$ cat src/rtl/dmem_arbiter_pkg.sv
// ============================================================================
//  Module : dmem_arbiter_pkg
//  Brief  : Shared types and default sizes for the data-memory arbiter.
//           Provides the sequencer state encoding and default widths.
//  Rev    : 1.0  initial release
// ============================================================================
`default_nettype none

package dmem_arbiter_pkg;

  localparam int DEF_N_REQ = 2;
  localparam int DEF_AW    = 32;
  localparam int DEF_DW    = 32;
  localparam int DEF_CNT_W = 16;

  typedef enum logic [1:0] {
    ST_IDLE  = 2'd0,
    ST_ISSUE = 2'd1,
    ST_RESP  = 2'd2
  } arb_state_t;

endpackage

`default_nettype wire

$ cat src/rtl/dmem_arbiter_if.sv
// ============================================================================
//  Module : dmem_arbiter_if
//  Brief  : Requester/memory bus bundle of the data-memory arbiter.
//           master : requesters plus data_memory read-data return
//           slave  : the arbiter itself
//  Ports  : req/req_addr/req_wdata/req_we/req_size (flat per-port payload),
//           gnt/rvalid/rdata (per-port handshake), mem_* (to data_memory),
//           busy; grant_count/conflict_count when DMEM_ARB_PERF_EN defined.
//  Rev    : 1.0  initial release
// ============================================================================
`default_nettype none

interface dmem_arbiter_if
  import dmem_arbiter_pkg::*;
#(
  parameter int N_REQ = DEF_N_REQ,
  parameter int AW    = DEF_AW,
  parameter int DW    = DEF_DW,
  parameter int CNT_W = DEF_CNT_W
);

  logic [N_REQ-1:0]    req;
  logic [N_REQ*AW-1:0] req_addr;
  logic [N_REQ*DW-1:0] req_wdata;
  logic [N_REQ-1:0]    req_we;
  logic [N_REQ*2-1:0]  req_size;
  logic [N_REQ-1:0]    gnt;
  logic [N_REQ-1:0]    rvalid;
  logic [DW-1:0]       rdata;
  logic [AW-1:0]       mem_addr;
  logic [DW-1:0]       mem_wdata;
  logic                mem_re;
  logic                mem_we;
  logic [1:0]          mem_size;
  logic [DW-1:0]       mem_rdata;
  logic                busy;
`ifdef DMEM_ARB_PERF_EN
  logic [N_REQ*CNT_W-1:0] grant_count;
  logic [CNT_W-1:0]       conflict_count;
`else
  logic w_unused_cnt_w;
  assign w_unused_cnt_w = (CNT_W > 0);
`endif

  modport master (
    output req, req_addr, req_wdata, req_we, req_size, mem_rdata,
    input  gnt, rvalid, rdata, mem_addr, mem_wdata, mem_re, mem_we, mem_size, busy
`ifdef DMEM_ARB_PERF_EN
    , input grant_count, conflict_count
`endif
  );

  modport slave (
    input  req, req_addr, req_wdata, req_we, req_size, mem_rdata,
    output gnt, rvalid, rdata, mem_addr, mem_wdata, mem_re, mem_we, mem_size, busy
`ifdef DMEM_ARB_PERF_EN
    , output grant_count, conflict_count
`endif
  );

endinterface

`default_nettype wire

$ cat src/rtl/dmem_arbiter_rr_pick.sv
// ============================================================================
//  Module : rr_pick
//  Brief  : Combinational round-robin picker. Searches i_req starting at
//           i_ptr, wrapping modulo N_REQ, and reports the first set bit.
//  Ports  : i_req (request vector), i_ptr (search start),
//           o_win (one-hot winner, 0 if none), o_win_idx (winner index)
//  Rev    : 1.0  initial release
// ============================================================================
`default_nettype none

module rr_pick #(
  parameter int N_REQ = 2,
  parameter int IDX_W = 1
) (
  input  logic [N_REQ-1:0] i_req,
  input  logic [IDX_W-1:0] i_ptr,
  output logic [N_REQ-1:0] o_win,
  output logic [IDX_W-1:0] o_win_idx
);

  always_comb begin
    int   w_j;
    logic w_found;
    o_win     = '0;
    o_win_idx = '0;
    w_found   = 1'b0;
    w_j       = 0;
    for (int k = 0; k < N_REQ; k++) begin
      // Candidate position ptr+k folded back into 0..N_REQ-1.
      w_j = int'(i_ptr) + k;
      if (w_j >= N_REQ) w_j = w_j - N_REQ;
      if (!w_found && i_req[w_j]) begin
        w_found        = 1'b1;
        o_win[w_j]     = 1'b1;
        o_win_idx      = IDX_W'(w_j);
      end
    end
  end

endmodule

`default_nettype wire

$ cat src/rtl/dmem_arbiter.sv
// ============================================================================
//  Module : dmem_arbiter
//  Brief  : Shares the single data_memory port between N_REQ requesters
//           (port 0 CPU load/store, port 1 serial loader). Round-robin
//           arbitration with an IDLE/ISSUE/RESP sequencer, one access in
//           flight. Optional perf counters under macro DMEM_ARB_PERF_EN.
//  Ports  : clock, reset (synchronous, active-high),
//           bus (dmem_arbiter_if.slave: request payload, gnt/rvalid/rdata,
//           mem_* to data_memory, busy, optional counters)
//  Rev    : 1.0  initial release
// ============================================================================
`default_nettype none

module dmem_arbiter
  import dmem_arbiter_pkg::*;
#(
  parameter int N_REQ = DEF_N_REQ,
  parameter int AW    = DEF_AW,
  parameter int DW    = DEF_DW,
  parameter int CNT_W = DEF_CNT_W
) (
  input  logic                 clock,
  input  logic                 reset,
  dmem_arbiter_if.slave        bus
);

  localparam int IDX_W = $clog2(N_REQ);

  arb_state_t       r_state;
  logic [IDX_W-1:0] r_ptr;
  logic [IDX_W-1:0] r_win_idx;
  logic             r_we;
  logic [N_REQ-1:0] r_gnt;
  logic [N_REQ-1:0] r_rvalid;
  logic [DW-1:0]    r_rdata;
  logic [AW-1:0]    r_mem_addr;
  logic [DW-1:0]    r_mem_wdata;
  logic             r_mem_re;
  logic             r_mem_we;
  logic [1:0]       r_mem_size;
  logic             r_busy;

  logic [N_REQ-1:0] w_win;
  logic [IDX_W-1:0] w_win_idx;
  logic             w_win_we;

  rr_pick #(
    .N_REQ (N_REQ),
    .IDX_W (IDX_W)
  ) u_rr_pick (
    .i_req     (bus.req),
    .i_ptr     (r_ptr),
    .o_win     (w_win),
    .o_win_idx (w_win_idx)
  );

  assign w_win_we = bus.req_we[w_win_idx];

  // Sequencer. The mem_* output registers double as the latched payload:
  // they are loaded on IDLE exit so they are already valid during ISSUE.
  always_ff @(posedge clock) begin
    if (reset) begin
      r_state     <= ST_IDLE;
      r_ptr       <= '0;
      r_win_idx   <= '0;
      r_we        <= 1'b0;
      r_gnt       <= '0;
      r_rvalid    <= '0;
      r_rdata     <= '0;
      r_mem_addr  <= '0;
      r_mem_wdata <= '0;
      r_mem_re    <= 1'b0;
      r_mem_we    <= 1'b0;
      r_mem_size  <= '0;
      r_busy      <= 1'b0;
    end else begin
      // Every strobe is a single-cycle pulse unless set below.
      r_gnt       <= '0;
      r_rvalid    <= '0;
      r_mem_addr  <= '0;
      r_mem_wdata <= '0;
      r_mem_re    <= 1'b0;
      r_mem_we    <= 1'b0;
      r_mem_size  <= '0;
      case (r_state)
        ST_IDLE: begin
          // rdata is only meaningful alongside rvalid; return it to zero
          // so an idle arbiter presents its reset values.
          r_rdata <= '0;
          if (|bus.req) begin
            r_state     <= ST_ISSUE;
            r_busy      <= 1'b1;
            r_win_idx   <= w_win_idx;
            r_we        <= w_win_we;
            r_gnt       <= w_win;
            r_mem_addr  <= bus.req_addr[w_win_idx*AW +: AW];
            r_mem_wdata <= bus.req_wdata[w_win_idx*DW +: DW];
            r_mem_size  <= bus.req_size[w_win_idx*2 +: 2];
            r_mem_re    <= ~w_win_we;
            r_mem_we    <= w_win_we;
          end
        end
        ST_ISSUE: begin
          r_ptr   <= (r_win_idx == IDX_W'(N_REQ - 1)) ? '0 : r_win_idx + 1'b1;
          r_state <= ST_RESP;
        end
        ST_RESP: begin
          r_rdata             <= r_we ? '0 : bus.mem_rdata;
          r_rvalid[r_win_idx] <= 1'b1;
          r_busy              <= 1'b0;
          r_state             <= ST_IDLE;
        end
        default: begin
          r_busy  <= 1'b0;
          r_state <= ST_IDLE;
        end
      endcase
    end
  end

  assign bus.gnt       = r_gnt;
  assign bus.rvalid    = r_rvalid;
  assign bus.rdata     = r_rdata;
  assign bus.mem_addr  = r_mem_addr;
  assign bus.mem_wdata = r_mem_wdata;
  assign bus.mem_re    = r_mem_re;
  assign bus.mem_we    = r_mem_we;
  assign bus.mem_size  = r_mem_size;
  assign bus.busy      = r_busy;

`ifdef DMEM_ARB_PERF_EN
  logic [CNT_W-1:0] r_grant_count [N_REQ];
  logic [CNT_W-1:0] r_conflict_count;
  logic             w_multi_req;

  // More than one bit set: clearing the lowest set bit leaves something.
  assign w_multi_req = (bus.req & (bus.req - 1'b1)) != '0;

  for (genvar gi = 0; gi < N_REQ; gi++) begin : g_grant_cnt
    always_ff @(posedge clock) begin
      if (reset) begin
        r_grant_count[gi] <= '0;
      end else if (r_state == ST_ISSUE && r_win_idx == IDX_W'(gi)
                   && !(&r_grant_count[gi])) begin
        r_grant_count[gi] <= r_grant_count[gi] + 1'b1;
      end
    end
    assign bus.grant_count[gi*CNT_W +: CNT_W] = r_grant_count[gi];
  end

  always_ff @(posedge clock) begin
    if (reset) begin
      r_conflict_count <= '0;
    end else if (r_state == ST_IDLE && w_multi_req && !(&r_conflict_count)) begin
      r_conflict_count <= r_conflict_count + 1'b1;
    end
  end

  assign bus.conflict_count = r_conflict_count;
`else
  logic w_unused_cnt_w;
  assign w_unused_cnt_w = (CNT_W > 0);
`endif

endmodule

`default_nettype wire

$ cat src/flat_wrapper.sv
// flat-port wrapper written by rule: the top's interface ports become plain ports
module dmem_arbiter_flat import dmem_arbiter_pkg::*;
#(
  parameter int N_REQ = DEF_N_REQ,
  parameter int AW    = DEF_AW,
  parameter int DW    = DEF_DW,
  parameter int CNT_W = DEF_CNT_W
)
  (clock, reset, bus_req, bus_req_addr, bus_req_wdata, bus_req_we, bus_req_size, bus_mem_rdata, bus_gnt, bus_rvalid, bus_rdata, bus_mem_addr, bus_mem_wdata, bus_mem_re, bus_mem_we, bus_mem_size, bus_busy);
  dmem_arbiter_if #(.N_REQ(N_REQ), .AW(AW), .DW(DW), .CNT_W(CNT_W)) bus_i ();
  input  logic clock;
  input  logic reset;
  input wire logic [$bits(bus_i.req)-1:0] bus_req;
  input wire logic [$bits(bus_i.req_addr)-1:0] bus_req_addr;
  input wire logic [$bits(bus_i.req_wdata)-1:0] bus_req_wdata;
  input wire logic [$bits(bus_i.req_we)-1:0] bus_req_we;
  input wire logic [$bits(bus_i.req_size)-1:0] bus_req_size;
  input wire logic [$bits(bus_i.mem_rdata)-1:0] bus_mem_rdata;
  output wire logic [$bits(bus_i.gnt)-1:0] bus_gnt;
  output wire logic [$bits(bus_i.rvalid)-1:0] bus_rvalid;
  output wire logic [$bits(bus_i.rdata)-1:0] bus_rdata;
  output wire logic [$bits(bus_i.mem_addr)-1:0] bus_mem_addr;
  output wire logic [$bits(bus_i.mem_wdata)-1:0] bus_mem_wdata;
  output wire logic [$bits(bus_i.mem_re)-1:0] bus_mem_re;
  output wire logic [$bits(bus_i.mem_we)-1:0] bus_mem_we;
  output wire logic [$bits(bus_i.mem_size)-1:0] bus_mem_size;
  output wire logic [$bits(bus_i.busy)-1:0] bus_busy;
  assign bus_i.req = bus_req;
  assign bus_i.req_addr = bus_req_addr;
  assign bus_i.req_wdata = bus_req_wdata;
  assign bus_i.req_we = bus_req_we;
  assign bus_i.req_size = bus_req_size;
  assign bus_i.mem_rdata = bus_mem_rdata;
  assign bus_gnt = bus_i.gnt;
  assign bus_rvalid = bus_i.rvalid;
  assign bus_rdata = bus_i.rdata;
  assign bus_mem_addr = bus_i.mem_addr;
  assign bus_mem_wdata = bus_i.mem_wdata;
  assign bus_mem_re = bus_i.mem_re;
  assign bus_mem_we = bus_i.mem_we;
  assign bus_mem_size = bus_i.mem_size;
  assign bus_busy = bus_i.busy;
  dmem_arbiter #(.N_REQ(N_REQ), .AW(AW), .DW(DW), .CNT_W(CNT_W)) u_core (.clock(clock), .reset(reset), .bus(bus_i));
endmodule
$ cat config.mk
export PLATFORM = sky130hd
export DESIGN_NAME = dmem_arbiter_flat
export DESIGN_NICKNAME = d
export VERILOG_FILES = /design/src/rtl/dmem_arbiter_pkg.sv /design/src/rtl/dmem_arbiter_if.sv /design/src/rtl/dmem_arbiter_rr_pick.sv /design/src/rtl/dmem_arbiter.sv /design/src/flat_wrapper.sv
export SDC_FILE = /design/constraint.sdc
export NUM_CORES = 1
export LEC_CHECK = 0
export CAP_MARGIN = 20
export CORE_MARGIN = 2
export CORE_UTILIZATION = 34
export CTS_CLUSTER_DIAMETER = 120
export DETAILED_ROUTE_END_ITERATION = 8
export GPL_TIMING_DRIVEN = 0
export PLACE_DENSITY = 0.84
export RECOVER_POWER = 25
export SLEW_MARGIN = 15
export SYNTH_ARGS = -nofsm -noshare
export SYNTH_HDL_FRONTEND = slang
export SYNTH_SLANG_ARGS = --single-unit
$ cat constraint.sdc
create_clock -name clock -period 1.7 [get_ports clock]
set_input_delay 0.17 -clock clock [delete_from_list [all_inputs] [get_ports clock]]
set_output_delay 0.17 -clock clock [all_outputs]
set_load 0.005 [all_outputs]
# Word-level counts from Yosys, hierarchy flattened
# Cells that the tools add are included.
# word_totals
ff_bits,110
in_bits,170
wordCells,78
# classes
add_sub_neg,4
magnitude_cmp,9
n_eq_ne,3
shifts,3
n_mux,28
bitwise,6
n_reduce_logical,12
# op_table
op,count
64-bit by 7-bit variable part select with 32-bit output,2
32-bit two-way mux,3
"32-bit by 1-bit >= comparator with 1-bit output, second input constant",2
"32-bit by 3-bit less-than comparator with 1-bit output, second input constant",2
32-bit one-hot mux with 2 select lines,1
1-bit two-way mux,16
2-bit two-way mux,3
1-bit inverter,5
1-bit logical AND,4
"1-bit by 2-bit less-than comparator with 1-bit output, second input constant",2
2-bit one-hot mux with 2 select lines,1
2-bit AND reduction,2
2-bit OR reduction,2
4-bit by 3-bit variable part select with 2-bit output,1
1-bit demux with 1-bit select,3
3-bit OR reduction,1
"1-bit by 2-bit subtractor with 3-bit output, second input constant",1
"2-bit by 2-bit subtractor with 3-bit output, second input constant",1
"1-bit by 1-bit adder with 2-bit output, second input constant",1
"2-bit by 1-bit equality test with 1-bit output, second input constant",1
"2-bit equality test, second input constant",1
"1-bit by 2-bit >= comparator with 1-bit output, second input constant",1
"2-bit >= comparator, second input constant",1
2-bit logical NOT,1
other kinds (7),7

# Depth between registers and ports, before layout
# Gate-level depths: netlist (run 1).
# logic_depth
ltp_word,12
ltp_mapped,6

# Cells and area by module
# Synthesis (run 1) repeated with hierarchy kept, for this count alone.
# hier_totals
hier_cells,341
hier_area_um2,3806.2
# by_module_without_submodules
mod,n_inst,cells_per_inst,area_each_um2,seq_area_each_um2
dmem_arbiter,1,337,3776.1,2202.1
rr_pick,1,4,30.0,0.0

# Worst setup path after synthesis (run 1)
# No wires, ideal clock.
# synth_path
kind,register to register
from,reg u_core.r_state[1]
to,reg u_core.r_gnt[0] (netlist: u_core.bus.gnt[0])
setup_time_ns,0.074
t_arrival_ns,1.267
required_ns,1.626
setup_slack_ns,0.359
path_stages_with_launch,5
n_path_buf,2
period_less_slack_ns,1.341
path_cell_list,dfxtp_1 or4_1 buf_6 buf_6 nor3_4
# synth_between
elab_chain_cells,3
# synth_rtl
element,line,text
start: declaration,dmem_arbiter.sv:29,arb_state_t r_state;
start signal: assignment,dmem_arbiter.sv:63,r_state <= ST_IDLE;
start signal: assignment,dmem_arbiter.sv:91,r_state <= ST_ISSUE;
start signal: assignment,dmem_arbiter.sv:105,r_state <= ST_RESP;
2-bit logical NOT,dmem_arbiter.sv:85,case (r_state)
1-bit inverter (no line),-,
3-bit OR reduction (no line),-,
end signal: assignment,dmem_arbiter.sv:95,r_gnt <= w_win;
end: declaration,dmem_arbiter.sv:33,logic [N_REQ-1:0] r_gnt;
# No other way between the ends.
# A chain may end at the register's enable or synchronous reset.

# Worst setup path after layout (run 1)
# Same ends and word-level chain as after synthesis.

==> metrics, run 1 <==
CTS root buffer=clkbuf_8; WL final=12.95 mm; vias=3782; Hold Path Depth=3; GRT Residual Overflow=0; Mapped Area=3661 µm²; drt wl/cell=15.75 µm; maximum VDD drop=0.4270 mV; number of global-route vias before repair=3849; unrepaired setup endpoints after global routing=false; clock skew=0.009563 ns; max cap viols=0; crit start category=flop; worst reg2reg path endpoint=u_core.bus.gnt[0]; sequential area share after synthesis=60.15%; drt via density=4.601; Setup crit end=u_core.bus.gnt[0]; Final nets=851; largest area contributor in the netlist=dfxtp_1; FF-to-FF Start=u_core.r_state[1]; syn nets=567; Worst Tran Pin Value=0.6373 ns; # diodes=0; Synth Warn #=0; Required @ worst endpoint=2.00 ns; Die W=107.8 µm; Initial Util=35.30%; total power=5.407 mW; P per Cell Area=798.9 nW/µm²; largest net degree at the start of global routing=20; relative slew slack=57.51%; Layout Area Growth over Synthesis=84.86%; layout cells sized above 1=5.394%; clock sinks=110; Core Region=10370 µm²; All-Layer GR Usage=21.26%; syn avg cell area=9.222 µm²; initial drt markers=156; Post-Synthesis Cells=397; count of pins over their slew limit=0; crit path time final=1.578 ns; f_max=633.7 MHz; Die H=107.8 µm; Max clock buf depth=2; final period utilization=92.83%; final hold violations=0; post-DP HPWL=10.16 mm; synth unique cells=24; element type at the critical path end=flop; Crit Path Max Fanout=10; minimum hold slack=0.3454 ns; Synth area leaders=dfxtp_1 60%, nand2_1 14%, a21oi_1 9.0%; DRT Pass-1 Iters=7; die area=11610 µm²; DRC Markers=0; first-pass GRT wire length=18.95 mm; Yosys reg bits=110; CTS resizes=0; CP startpoint=u_core.r_state[1]; RD Place Congestion=0.8518; Critical Path AT=1.87 ns; status=finished, final reports clean; number of port buffers=274; Synth top area share=60.15%; remaining antenna violation count=0; initial antenna violation count=0; # IOs=275; Reg clk slew, reported paths=0.11 ns; Post-CTS Setup Bufs=0; final core utilization=65.26%; # H-tree levels=3; Crit Path Class=reg2reg; # setup viols final=0; worst hold path type=in2reg; Leak Pwr=2.825 nW; Hold-fix buffers, CTS=0; Setup TNS Final=0 ns; Clock Latency Late Sink=0.36 ns; CTS tree=yes; row cnt=37; worst r2r path cells=4; CTS Buf Count=9; r2r setup slk=0.12 ns
==> state kept, by name (all words and copies together), names as in the netlist <==
name and count:
u_core.bus.mem_addr 32, u_core.bus.mem_wdata 32, u_core.bus.rdata 32, u_core.bus.gnt 2
u_core.bus.mem_size 2, u_core.bus.rvalid 2, u_core.r_state 2, u_core.bus.busy 1
u_core.bus.mem_re 1, u_core.bus.mem_we 1, u_core.r_ptr 1, u_core.r_we 1
u_core.r_win_idx 1
==> how the worst min path moves through the flow <==
stage | end | slack, ns | startpoint
floorplan | u_core.r_ptr | 0.24 | reset
global placement | u_core.bus.busy | 0.44 | u_core.bus.busy
detailed placement | u_core.bus.busy | 0.45 | u_core.bus.busy
CTS | u_core.bus.mem_addr[8] | 0.32 | bus_req_addr[8]
global route | u_core.bus.mem_size[1] | 0.34 | bus_req_size[1]
finish | u_core.bus.mem_addr[26] | 0.35 | bus_req_addr[58]
==> per-layer routing <==
layer | global-route usage (%) | vias to the layer above | share of wire (%) | wire (µm)
li1 | - | 1882 | - | -
met4 | 8.974 | 0 | 2.4 | 313
met3 | 5.448 | 23 | 8.4 | 1086
met2 | 39.85 | 178 | 51 | 6653
met1 | 22.26 | 1699 | 38 | 4895
met5 | 0 | - | 0 | 0
==> area by class of cell <==
| cell class | count | area (µm²) |
|---|---|---|
| buffer | 28 | 178.9 |
| clock buffer | 9 | 123.9 |
| clock inverter | 7 | 80.08 |
| fill | 850 | 3602 |
| inverter | 2 | 7.507 |
| multi-input combinational | 256 | 1262 |
| sequential | 110 | 2202 |
| tap | 136 | 170.2 |
| timing repair buffer | 274 | 2743 |
==> stage by stage <==
| step | area, µm² | worst slack (ns) | instances |
|---|---|---|---|
| final | 6768 | 0.1219 | 822 |
| after detailed placement | 6574 | -0.3213 | 807 |
| after CTS | 6778 | 0.05372 | 823 |
| after global placement | 6574 | -0.2958 | 807 |
| after floorplan | 3661 | 0.3593 | 397 |
| after global routing | 6768 | 0.02528 | 822 |
==> cell usage after synthesis, drive strengths merged <==
cell type  number
dfxtp         110
inv             2
or4             1
a21o            1
a21oi          66
nor2            9
nor3            2
nor2b           1
mux2i           1
and2b           1
nand2         135
o21ai           1
and2            2
a211oi          1
o21a            1
clkbuf         11
and3            1
buf            18
o2bb2ai         1
a22o           32
==> critical path, stage by stage (launching register included) <==
cell,delay (ns)
dfxtp_1,0.36
or4_1,0.52
clkbuf_2,0.26
buf_6,0.22
nor3_4,0.14
==> where the power goes <==
part           internal [mW]  switching [mW]
registers               2.71          0.0454
clock network          0.697           0.908
logic                  0.656           0.387
==> placed cells by master, fill, tap and decap left out, types with 8 or more instances in the layout <==
| cell type | n |
|---|---|
| dfxtp_1 | 110 |
| clkbuf_8 | 9 |
| a22o_1 | 32 |
| a21oi_1 | 66 |
| buf_2 | 8 |
| clkbuf_1 | 9 |
| dlygate4sd3_1 | 44 |
| buf_6 | 8 |
| nor2_1 | 9 |
| clkdlybuf4s50_1 | 230 |
| nand2_1 | 135 |
==> cells by family (layout without fill, tap and decap cells) <==
family | count (synthesis) | after routing | share of synthesized area, %
multiplexers | 1 | 1 | 0.2734
buffers and inverters | 31 | 320 | 5.297
flip-flops | 110 | 110 | 60.15
AND/OR/NAND/NOR | 152 | 152 | 16.51
AO/OA/AOI/OAI | 103 | 103 | 17.77
No activity file was read; power rests on OpenSTA's default activity.
==> run 2: changes to the inputs <==
--- a/config.mk
+++ b/config.mk
@@ -5,7 +5,6 @@
 export SDC_FILE = /design/constraint.sdc
 export NUM_CORES = 1
 export LEC_CHECK = 0
-export CAP_MARGIN = 20
 export CORE_MARGIN = 2
 export CORE_UTILIZATION = 34
 export CTS_CLUSTER_DIAMETER = 120
==> results of run 2 <==
Final layout, timing and power as in run 1 (identical DEF).
==> run 3: changes to the inputs <==
--- a/config.mk
+++ b/config.mk
@@ -5,12 +5,13 @@
 export SDC_FILE = /design/constraint.sdc
 export NUM_CORES = 1
 export LEC_CHECK = 0
+export ABC_AREA = 1
 export CORE_MARGIN = 2
-export CORE_UTILIZATION = 34
+export CORE_UTILIZATION = 36
 export CTS_CLUSTER_DIAMETER = 120
 export DETAILED_ROUTE_END_ITERATION = 8
 export GPL_TIMING_DRIVEN = 0
-export PLACE_DENSITY = 0.84
+export PLACE_DENSITY = 0.81
 export RECOVER_POWER = 25
 export SLEW_MARGIN = 15
 export SYNTH_ARGS = -nofsm -noshare
==> run 3 against run 2 <==
Effect of this change:
- first-iteration DRC count grew 69%
- sequential power barely moved
- register-to-register slack improved by 0.15 ns
- largest power group unchanged
- critical path type unchanged
- combinational power grew 18%
- non-clock buffer count rose by 13
==> metrics, run 3 <==
Core Region=10940 µm² (+5.5%); sw power=1.486 mW (+11%); Reg clk slew, reported paths=0.07 ns (-0.04 ns); Crit Path Max Fanout=10 (unchanged); Synth area leaders=dfxtp_1 54%, nand3_1 13%, nand2_1 9.7%; Main synth FF type=dfxtp_1; initial antenna violation count=0 (unchanged); Crit Path Class=reg2reg; crit path time final=1.424 ns (-0.1546 ns); multiplexer share of the synthesized area=0% (-0.27 points); initial drt markers=263 (+69%); Setup TNS Final=0 ns (unchanged); Die W=110.5 µm (+2.5%); Critical Path AT=1.69 ns (-0.18 ns); Initial Util=37.35% (+2.0 points); XOR/XNOR share of the synthesized area=0% (unchanged); RD Place Congestion=0.8497 (-0.25%); post-synthesis simple-gate area fraction=24.14% (+7.6 points); count of pins over their slew limit=0 (unchanged); clock skew=0.004973 ns (-0.004591 ns); # setup viols final=0 (unchanged); Post-Synthesis Cells=481 (+21%); DRT Pass-1 Iters=5 (-2); DRC Markers=0 (unchanged); crit start category=flop; All-Layer GR Usage=24.23% (+3.0 points); Max clock buf depth=2 (unchanged); synth unique cells=19 (-21%); adder and majority gate portion of the synthesized area=0% (unchanged); Hold-fix buffers, CTS=0 (unchanged); relative slew slack=56.82% (-0.69 points); clock power share=36.9% (+7.2 points); Clock Latency Late Sink=0.34 ns (-0.02 ns); vias=4557 (+20%); sequential area share after synthesis=53.92% (-6.2 points); cell internal pwr=4.840 mW (+19%); top-count cell post-synth=dfxtp_1; final period utilization=83.74% (-9.1 points); Mapped Area=4084 µm² (+12%); drt via density=5.008 (+8.8%); max cap viols=0 (unchanged); first-pass GRT wire length=23.91 mm (+26%); CTS resizes=0 (unchanged); Synth top cells by count=110 x dfxtp_1, 106 x nand2_1, 102 x nand3_1; number of port buffers=273 (-0.36%); # IOs=275 (unchanged); worst hold path type=in2reg; largest net degree at the start of global routing=17 (-15%); Gate power share=19.5% (+0.2 points); Post-synth EDFFs=0 (unchanged); P per Cell Area=867.3 nW/µm² (+8.6%); syn avg cell area=8.490 µm² (-7.9%); element type at the critical path end=flop; switch share=23.49% (-1.3 points); f_max=702.5 MHz (+11%); drt wl/cell=16.54 µm (+5.0%); sequential power share=43.6% (-7.4 points); # diodes=0 (unchanged); maximum VDD drop=0.4556 mV (+6.7%); CTS Buf Count=9 (unchanged); clock sinks=110 (unchanged); GRT Residual Overflow=0 (unchanged); Synth top area share=53.92% (-6.2 points); remaining antenna violation count=0 (unchanged); post-route design area=7293 µm² (+7.8%); placed cell areas=6992 µm² (+6.4%); commonest non-fill, non-tap cells in the layout=273 x clkdlybuf4s50_1, 110 x dfxtp_1, 106 x nand2_1; Required @ worst endpoint=1.96 ns (-0.04 ns); largest family of logic cells by synthesized area=simple AND/OR/NAND/NOR gates; status=finished, final reports clean; row cnt=38 (+2.7%); largest area contributor in the netlist=dfxtp_1; Layout Area Growth over Synthesis=78.58%; unrepaired setup endpoints after global routing=false; Die H=110.5 µm (+2.5%); CTS tree=yes; fraction of registers with async set/reset=0% (unchanged); Yosys reg bits=110 (unchanged); Post-CTS Setup Bufs=0 (unchanged); most common cell after layout, fill and taps aside=clkdlybuf4s50_1; Compound-Gate Fraction of Synth Area=15.26% (-2.5 points); layout cells sized above 1=9.351% (+4.0 points); Leak Pwr=2.845 nW (+0.70%); Worst Tran Pin Value=0.6477 ns (+0.01032 ns); CTS root buffer=clkbuf_16; WL final=15.05 mm (+16%); total power=6.325 mW (+17%); die area=12210 µm² (+5.2%); # H-tree levels=3 (unchanged); number of global-route vias before repair=4663 (+21%); post-DP HPWL=11.81 mm (+16%); Synth Warn #=0 (unchanged); Final nets=935 (+9.9%); final hold violations=0 (unchanged); syn nets=651 (+15%)
-- run 3: cell types whose count changed in the layout (fill, tap and decap cells not counted), sizes merged, moves of 8 or more --
cell | previous run | this run
buf | 16 | 26
clkbuf | 21 | 29
o21ai | 1 | 34
nand3 | 0 | 103
dlygate4sd3 | 44 | 0
clkdlybuf4s50 | 230 | 273
a22o | 32 | 0
nand2 | 135 | 108
-- run 3: final cells by class --
class	count	area [µm²]
buffer	42	242.7
clock buffer	13	270.3
clock inverter	3	65.06
fill	921	3642
inverter	6	22.52
multi-input combinational	323	1583
sequential	110	2202
tap	140	175.2
timing repair buffer	273	2733
-- run 3: critical path, cell delays in order, from the launching register on --
cell and delay (ns):
dfxtp_1 0.30, clkbuf_1 0.16, nor2_1 0.24, nand3_4 0.21, clkbuf_2 0.27, a21oi_1 0.17
-- run 3: path summary, 6_finish.rpt --
path	slack (ns)	end	depth (start not counted)	start
min	0.31	u_core.bus.mem_addr[1]	4	bus_req[1]
max reg2reg	0.28	u_core.bus.mem_addr[29]	5	u_core.r_state[0]
min reg2reg	0.46	u_core.bus.rvalid[0]	1	u_core.r_win_idx
max	0.28	u_core.bus.mem_addr[29]	5	u_core.r_state[0]
-- run 3: cells by family after synthesis --
kind of cell / after synthesis
buffers and inverters: 48
AO/OA/AOI/OAI: 102
AND/OR/NAND/NOR: 221
flip-flops: 110
-- run 3: power by group through the flow --
| stage | clock network, mW | registers [mW] | logic, mW |
|---|---|---|---|
| 2_1_floorplan | 0 | 2.83 | 0.445 |
| 3_3_place_gp | 0 | 2.81 | 1.23 |
| 3_5_place_dp | 0 | 2.82 | 1.25 |
| 4_1_cts | 2.37 | 2.76 | 1.26 |
| 5_1_grt | 2.48 | 2.77 | 1.33 |
| 6_report | 2.34 | 2.76 | 1.23 |
-- run 3: routing by layer --
layer	vias to the layer above	global-route usage, %	part of all wire (%)
li1	2184	-	-
met1	2095	25.39	37
met2	232	43.76	50
met3	46	6.915	8.8
met4	0	12.75	4.3
met5	-	0	0
-- run 3: through the flow --
stage | util, % | hold WS [ns] | cells | setup slack (ns)
finish | 66.69 | 0.3108 | 910 | 0.2764
global route | 66.69 | 0.3294 | 910 | 0.1311
CTS | 67.00 | 0.3101 | 910 | 0.2962
detailed placement | 63.94 | 0.4462 | 894 | 0.01252
global placement | 63.94 | 0.4338 | 894 | 0.02360
floorplan | - | 0.2391 | 481 | 0.6832
